--- src/rtl/mem_cycle_capture_pkg.sv ---
// rtl/mem_cycle_capture_pkg.sv - shared constants, FSM encoding and region decode (entry width follows CAPTURE_TIMESTAMP_EN)
package mem_cycle_capture_pkg;

   localparam logic [2:0] ST_IDLE     = 3'd0;
   localparam logic [2:0] ST_START    = 3'd1;
   localparam logic [2:0] ST_SHIFT    = 3'd2;
   localparam logic [2:0] ST_LATCH    = 3'd3;
   localparam logic [2:0] ST_WAIT_END = 3'd4;

   localparam logic [1:0] REGION_ROM   = 2'd0;
   localparam logic [1:0] REGION_CART  = 2'd1;
   localparam logic [1:0] REGION_PAD   = 2'd2;
   localparam logic [1:0] REGION_OTHER = 2'd3;

   localparam logic [15:0] ROM_END   = 16'h1FFF;
   localparam logic [15:0] CART_BASE = 16'h6000;
   localparam logic [15:0] CART_END  = 16'h7FFF;
   localparam logic [15:0] PAD_BASE  = 16'h8000;
   localparam logic [15:0] PAD_END   = 16'h83FF;

   // Entry layout, MSB first: [ts(16)], addr(16), rd(1), region(2)
`ifdef CAPTURE_TIMESTAMP_EN
   localparam int ENTRY_W = 35;
`else
   localparam int ENTRY_W = 19;
`endif

   function automatic logic [1:0] region_decode(input logic [15:0] addr);
      logic [1:0] r;
      if (addr <= ROM_END)
         r = REGION_ROM;
      else if (addr >= CART_BASE && addr <= CART_END)
         r = REGION_CART;
      else if (addr >= PAD_BASE && addr <= PAD_END)
         r = REGION_PAD;
      else
         r = REGION_OTHER;
      return r;
   endfunction

endpackage

--- src/rtl/mem_cycle_capture_if.sv ---
// rtl/mem_cycle_capture_if.sv - captured-cycle output stream (out_ts present with CAPTURE_TIMESTAMP_EN)
interface mem_cycle_capture_if;

   logic        out_valid;
   logic        out_ready;
   logic [15:0] out_addr;
   logic        out_rd;
   logic [1:0]  out_region;
`ifdef CAPTURE_TIMESTAMP_EN
   logic [15:0] out_ts;

   modport master (output out_valid, output out_addr, output out_rd, output out_region,
                   output out_ts, input out_ready);
   modport slave  (input out_valid, input out_addr, input out_rd, input out_region,
                   input out_ts, output out_ready);
`else
   modport master (output out_valid, output out_addr, output out_rd, output out_region,
                   input out_ready);
   modport slave  (input out_valid, input out_addr, input out_rd, input out_region,
                   output out_ready);
`endif

endinterface

--- src/rtl/capture_fifo.sv ---
// rtl/capture_fifo.sv - small synchronous FIFO with drop-on-full and push/pop-when-full support
module capture_fifo #(
   parameter int WIDTH = 19,
   parameter int DEPTH = 4
) (
   input  logic             clk,
   input  logic             reset,
   input  logic             push,
   input  logic             pop,
   input  logic [WIDTH-1:0] din,
   output logic [WIDTH-1:0] dout,
   output logic             valid,
   output logic             full,
   output logic             drop
);

   localparam int AW = $clog2(DEPTH);

   logic [WIDTH-1:0] mem [DEPTH];
   logic [AW-1:0]    wr_ptr;
   logic [AW-1:0]    rd_ptr;
   logic [AW:0]      count;
   logic             empty;
   logic             do_push;
   logic             do_pop;

   assign empty   = (count == '0);
   assign full    = (count == (AW+1)'(DEPTH));
   assign do_pop  = pop && !empty;
   // A pop in the same cycle frees the slot, so a push into a full FIFO still lands
   assign do_push = push && (!full || do_pop);
   assign drop    = push && !do_push;
   assign valid   = !empty;
   assign dout    = empty ? '0 : mem[rd_ptr];

   // Storage write; contents are only visible through dout while non-empty
   always_ff @(posedge clk) begin
      if (do_push)
         mem[wr_ptr] <= din;
   end

   // Pointers wrap naturally at DEPTH (power of two); count tracks occupancy
   always_ff @(posedge clk or negedge reset) begin
      if (!reset) begin
         wr_ptr <= '0;
         rd_ptr <= '0;
         count  <= '0;
      end else begin
         if (do_push)
            wr_ptr <= wr_ptr + AW'(1);
         if (do_pop)
            rd_ptr <= rd_ptr + AW'(1);
         case ({do_push, do_pop})
            2'b10:   count <= count + (AW+1)'(1);
            2'b01:   count <= count - (AW+1)'(1);
            default: count <= count;
         endcase
      end
   end

endmodule

--- src/rtl/mem_cycle_capture.sv ---
// rtl/mem_cycle_capture.sv - host memory-cycle sequencer and address capture queue (optional CAPTURE_TIMESTAMP_EN)
module mem_cycle_capture
   import mem_cycle_capture_pkg::*;
#(
   parameter int DEPTH   = 4,
   parameter int TIMEOUT = 64
) (
   input  logic                       clk,
   input  logic                       reset,
   input  logic                       memen_n,
   input  logic                       dbin,
   output logic                       shift_start,
   input  logic                       shift_done,
   input  logic [15:0]                addr_in,
   mem_cycle_capture_if.master        out_if,
   output logic                       overflow,
   output logic                       timeout_err,
   input  logic                       err_clr
);

   localparam int TW = $clog2(TIMEOUT + 1);

   logic          memen_s1, memen_s2, memen_q;
   logic          dbin_s1, dbin_s2;
   logic          done_q;
   logic [2:0]    state;
   logic          rd_q;
   logic [TW-1:0] tcnt;
   logic          memen_fall;
   logic          done_rise;
   logic          tmo_hit;
   logic          push;
   logic          drop;
   logic          fifo_full;
   logic [ENTRY_W-1:0] entry_in;
   logic [ENTRY_W-1:0] entry_out;

   assign memen_fall  = memen_q && !memen_s2;
   assign done_rise   = shift_done && !done_q;
   assign tmo_hit     = (state == ST_SHIFT) && !done_rise && (tcnt == TW'(TIMEOUT - 1));
   assign shift_start = (state == ST_START);
   assign push        = (state == ST_LATCH);

   // Two-flop synchronizers for the host strobes plus edge-detect history
   always_ff @(posedge clk or negedge reset) begin
      if (!reset) begin
         memen_s1 <= 1'b1;
         memen_s2 <= 1'b1;
         memen_q  <= 1'b1;
         dbin_s1  <= 1'b0;
         dbin_s2  <= 1'b0;
         done_q   <= 1'b0;
      end else begin
         memen_s1 <= memen_n;
         memen_s2 <= memen_s1;
         memen_q  <= memen_s2;
         dbin_s1  <= dbin;
         dbin_s2  <= dbin_s1;
         done_q   <= shift_done;
      end
   end

   // Capture sequencer; strobes arriving outside IDLE are ignored
   always_ff @(posedge clk or negedge reset) begin
      if (!reset) begin
         state <= ST_IDLE;
         rd_q  <= 1'b0;
         tcnt  <= '0;
      end else begin
         case (state)
            ST_IDLE: begin
               if (memen_fall) begin
                  rd_q  <= dbin_s2;
                  state <= ST_START;
               end
            end
            ST_START: begin
               tcnt  <= '0;
               state <= ST_SHIFT;
            end
            ST_SHIFT: begin
               if (done_rise)
                  state <= ST_LATCH;
               else if (tmo_hit)
                  state <= ST_WAIT_END;
               else
                  tcnt <= tcnt + TW'(1);
            end
            ST_LATCH:    state <= ST_WAIT_END;
            ST_WAIT_END: if (memen_s2) state <= ST_IDLE;
            default:     state <= ST_IDLE;
         endcase
      end
   end

   // Sticky error flags; a set in the same cycle overrides err_clr
   always_ff @(posedge clk or negedge reset) begin
      if (!reset) begin
         overflow    <= 1'b0;
         timeout_err <= 1'b0;
      end else begin
         overflow    <= drop || (overflow && !err_clr);
         timeout_err <= tmo_hit || (timeout_err && !err_clr);
      end
   end

`ifdef CAPTURE_TIMESTAMP_EN
   logic [15:0] ts_cnt;
   logic [15:0] ts_q;

   // Free-running cycle counter, sampled when the capture starts
   always_ff @(posedge clk or negedge reset) begin
      if (!reset) begin
         ts_cnt <= '0;
         ts_q   <= '0;
      end else begin
         ts_cnt <= ts_cnt + 16'd1;
         if (state == ST_START)
            ts_q <= ts_cnt;
      end
   end

   assign entry_in      = {ts_q, addr_in, rd_q, region_decode(addr_in)};
   assign out_if.out_ts = entry_out[34:19];
`else
   assign entry_in = {addr_in, rd_q, region_decode(addr_in)};
`endif

   assign out_if.out_addr   = entry_out[18:3];
   assign out_if.out_rd     = entry_out[2];
   assign out_if.out_region = entry_out[1:0];

   capture_fifo #(
      .WIDTH (ENTRY_W),
      .DEPTH (DEPTH)
   ) u_fifo (
      .clk   (clk),
      .reset (reset),
      .push  (push),
      .pop   (out_if.out_ready),
      .din   (entry_in),
      .dout  (entry_out),
      .valid (out_if.out_valid),
      .full  (fifo_full),
      .drop  (drop)
   );

endmodule

--- src/flat_wrapper.sv ---
// flat-port wrapper written by rule: the top's interface ports become plain ports
module mem_cycle_capture_flat import mem_cycle_capture_pkg::*;
#(
   parameter int DEPTH   = 4,
   parameter int TIMEOUT = 64
)
  (clk, reset, memen_n, dbin, shift_start, shift_done, addr_in, overflow, timeout_err, err_clr, out_if_out_valid, out_if_out_addr, out_if_out_rd, out_if_out_region, out_if_out_ready);
  mem_cycle_capture_if out_if_i ();
  input  logic clk;
  input  logic reset;
  input  logic memen_n;
  input  logic dbin;
  output logic shift_start;
  input  logic shift_done;
  input  logic [15:0] addr_in;
  output logic overflow;
  output logic timeout_err;
  input  logic err_clr;
  output wire logic [$bits(out_if_i.out_valid)-1:0] out_if_out_valid;
  output wire logic [$bits(out_if_i.out_addr)-1:0] out_if_out_addr;
  output wire logic [$bits(out_if_i.out_rd)-1:0] out_if_out_rd;
  output wire logic [$bits(out_if_i.out_region)-1:0] out_if_out_region;
  input wire logic [$bits(out_if_i.out_ready)-1:0] out_if_out_ready;
  assign out_if_out_valid = out_if_i.out_valid;
  assign out_if_out_addr = out_if_i.out_addr;
  assign out_if_out_rd = out_if_i.out_rd;
  assign out_if_out_region = out_if_i.out_region;
  assign out_if_i.out_ready = out_if_out_ready;
  mem_cycle_capture #(.DEPTH(DEPTH), .TIMEOUT(TIMEOUT)) u_core (.clk(clk), .reset(reset), .memen_n(memen_n), .dbin(dbin), .shift_start(shift_start), .shift_done(shift_done), .addr_in(addr_in), .out_if(out_if_i), .overflow(overflow), .timeout_err(timeout_err), .err_clr(err_clr));
endmodule
--- config.mk ---
export PLATFORM = sky130hd
export DESIGN_NAME = mem_cycle_capture_flat
export DESIGN_NICKNAME = d
export VERILOG_FILES = /design/src/rtl/mem_cycle_capture_pkg.sv /design/src/rtl/mem_cycle_capture_if.sv /design/src/rtl/capture_fifo.sv /design/src/rtl/mem_cycle_capture.sv /design/src/flat_wrapper.sv
export SDC_FILE = /design/constraint.sdc
export NUM_CORES = 1
export LEC_CHECK = 0
export ABC_AREA = 1
export CORE_UTILIZATION = 46
export CTS_CLUSTER_DIAMETER = 60
export DETAILED_ROUTE_END_ITERATION = 16
export PLACE_DENSITY = 0.67
export SYNTH_ARGS = -nofsm -noshare
export SYNTH_HDL_FRONTEND = slang
export SYNTH_SLANG_ARGS = --single-unit
--- constraint.sdc ---
create_clock -name clk -period 4.9 [get_ports clk]
set_clock_uncertainty 0.05 [all_clocks]
set_input_delay 0.98 -clock clk [delete_from_list [all_inputs] [get_ports clk]]
set_output_delay 0.98 -clock clk [all_outputs]
set_load 0.005 [all_outputs]
==> flow_summary_export.csv <==
group,metric,value,unit
critical_path,required,3.87,ns
place,routabilityCongestion,0.7784,
cts,path_clk_slew,0.10,ns
cts,clkLatencyLatePin,0.36,ns
timing,drv_slew,0,
place,placed_cell_area,4822,µm²
cells_and_area,diodes,0,
logic_synthesis,syn_area,4268,µm²
cts,tritoncts,"built",
drt,vias,2707,
power,p_comb_frac,0.389,
cells_and_area,drive_gt1_frac,0.08685,
logic_synthesis,ys_warn_count,0,
critical_path,critPathArrivalTime,2.54,ns
logic_synthesis,synth_nets,404,
die,die_h,98.32,µm
critical_path,cp-end-kind,"output port",
logic_synthesis,async_flop_share,0.2549,
place,hpwl,4.829,mm
cts,cts_buffers,9,
drt,wl_per_cell,14.59,µm
cts,post_cts_buffers,0,
logic_synthesis,ys_types,32,
cells_and_area,final_util,0.5660,
timing,worst_slew_pin_slew,1.072,ns
cts,cts_resized,0,
power,sw_frac_of_total,0.3481,
cells_and_area,nets,451,
global_routing,antenna_found_initial,0,
drt,firstDrtPassIters,7,
global_routing,grt_overflow,0,
die,ios,46,
timing,timing.slew.headroom,0.2844,
power,clkPwrFrac,0.186,
die,die_w,98.32,µm
outcome,status,"finished, final reports clean",
power,peakVddDrop,0.2777,mV
global_routing,grt_pass1_wl,13.33,mm
cts,cts.path.max_buffers,2,
timing,finalHoldViolCount,0,
die,dieArea,9667,µm²
power,p_seq_frac,0.425,
critical_path,cpLargestDelayFamily,"buffers and inverters",
global_routing,grt_usage,0.1813,
die,core_area,8848,µm²
critical_path,crit_path_max_fanout,21,
power,power_switching,921.5,µW
global_routing,grt_max_degree,40,
cts,cts_root_buf,"clkbuf_8",
critical_path,path_cells,"inv_2, nor2_1, o21ai_0, a21oi_1, clkdlybuf4s50_1",
logic_synthesis,synth_top_area_share,0.5347,
place,port_buffers,45,
power,p_leak,0.001870,µW
drt,ant_nets,0,
logic_synthesis,synth_edf_count,76,
logic_synthesis,yosys_most_used_dff,"edfxtp_1",
cts,cts-htree-levels,3,
timing,min_period,3.572,ns
logic_synthesis,netlist_instances,374,
timing,report.final.setup_viol,0,
drt,vias_per_cell,5.069,
cells_and_area,final_area,5009,µm²
drt,drcViolationCount,0,
critical_path,cp.buffers_inverters,2,
logic_synthesis,yosysTopAreaCell,"edfxtp_1",
critical_path,crit_type,"reg2out",
power,power_density,528.6,nW/µm²
logic_synthesis,ys_ff_latch,102,
worst_hold_path,hold_class,"reg2reg",
cts,ctsHoldBuffers,0,
timing,fin_setup_tns,0,ns
die,rows,34,
drt,routed_wl,7.793,mm
cells_and_area,area_growth,17.36,%
global_routing,grt_pass1_vias,2809,
drt,drt_iter0_markers,74,
logic_synthesis,synth-seq-area-share,0.6881,
logic_synthesis,avgSynthCellArea,11.41,µm²
die,start_util,0.4823,
place,dp_cells,518,
timing,rsz0062_at_grt,"no",
cells_and_area,instances_no_fill,534,
critical_path,slowest_stage,"dfrtp_1",
timing,timing.final.crit_share,0.7290,
cts,cts_sinks,102,
timing,fmax,279.9,MHz
job,drv_cap,0,
critical_path,rrSetupSlack,2.71,ns
critical_path,start_kind,"flop",
power,internal_power,1726,µW
logic_synthesis,synth_area_leaders,"edfxtp_1, dfrtp_1, nor2_1, o21ai_0, a21oi_1",
critical_path,cp_slowest_stage_delay,0.85,ns
-- state kept, by name, summed over array words and instances (netlist names) --
name and count:
u_core.dbin_s1 1, u_core.dbin_s2 1, u_core.done_q 1, u_core.memen_q 1, u_core.memen_s1 1, u_core.memen_s2 1, u_core.overflow 1, u_core.rd_q 1
u_core.state 3, u_core.tcnt 7, u_core.timeout_err 1, u_core.u_fifo.count 3, u_core.u_fifo.mem 76, u_core.u_fifo.rd_ptr 2, u_core.u_fifo.wr_ptr 2
-- layout by cell type, fill, tap and decap left out, drive strengths merged, types with 3 or more instances in the layout --
cell type / Yosys / final
clkbuf: 3 / 12
dfrtp: 23 / 23
dfstp: 3 / 3
inv: 26 / 27
edfxtp: 76 / 76
nand3: 13 / 13
nor2: 99 / 99
a21oi: 24 / 24
clkdlybuf4s50: 0 / 45
ha: 6 / 6
o21ai: 44 / 44
nand2: 32 / 32
xor2: 5 / 5
buf: 9 / 3
-- area by class of cell --
type	instances	area [µm²]
Clock buffer	12	156.4
Clock inverter	4	30.03
Fill cell	745	3840
Inverter	26	97.59
Multi-Input combinational cell	234	1180
Sequential cell	102	2937
Tap cell	108	135.1
Timing Repair Buffer	48	473.0
-- metrics by stage --
step | total power, µW | setup slack (ns) | hold WS [ns]
2_1_floorplan | 1745 | 2.330 | 0.2812
3_3_place_gp | 2166 | 1.712 | 0.2869
3_5_place_dp | 2189 | 1.643 | 0.2878
4_1_cts | 2682 | 1.276 | 0.3108
5_1_grt | 2856 | 1.079 | 0.3133
6_report | 2648 | 1.328 | 0.3106
-- metal layers --
metal	vias up	GRT usage	routed length, µm
met1	1276	0.2270	3580
met5	-	0	0
met2	63	0.3061	3813
li1	1363	-	-
met3	5	0.04939	322
met4	0	0.06085	77
-- worst paths after layout --
path                                                      from  depth (start not counted)                                 to
min in group asynchronous                                reset                          2        u_core.state[1]$_DFFE_PN0P_
max reg2reg                        u_core.state[2]$_DFFE_PN0P_                          3  u_core.u_fifo.mem[2][9]$_DFFE_PP_
min reg2reg                          u_core.memen_s1$_DFF_PN1_                          0          u_core.memen_s2$_DFF_PN1_
max                        u_core.u_fifo.rd_ptr[1]$_DFFE_PN0P_                          5                      out_if_out_rd
min                                  u_core.memen_s1$_DFF_PN1_                          0          u_core.memen_s2$_DFF_PN1_
max in group asynchronous                                reset                          2           u_core.memen_q$_DFF_PN1_
-- cells by family after synthesis --
kind of cell	after synthesis	synth area share
simple gates	148	0.1495
flops	102	0.6881
compound gates	72	0.08795
buf+inv	38	0.03782
xor+xnor	7	0.01437
fa+ha+maj	7	0.02228
-- cells in the mapped netlist, types with 3 or more instances --
| cell | count |
|---|---|
| xor2_1 | 5 |
| nand3_1 | 12 |
| inv_1 | 22 |
| dfstp_2 | 3 |
| edfxtp_1 | 76 |
| nor2_1 | 98 |
| a21oi_1 | 23 |
| ha_1 | 6 |
| dfrtp_1 | 23 |
| nand2_1 | 29 |
| o21ai_1 | 4 |
| o21ai_0 | 40 |
| inv_2 | 4 |
| buf_2 | 5 |
-- power groups by stage --
stage | sequential [µW] | combinational (µW) | clock [µW]
after floorplan | 1100 | 640 | 0
after global placement | 1140 | 1030 | 0
after detailed placement | 1140 | 1050 | 0
after CTS | 1120 | 1050 | 508
after global routing | 1140 | 1170 | 541
final | 1120 | 1030 | 493
(Power assumes the default switching activity.)
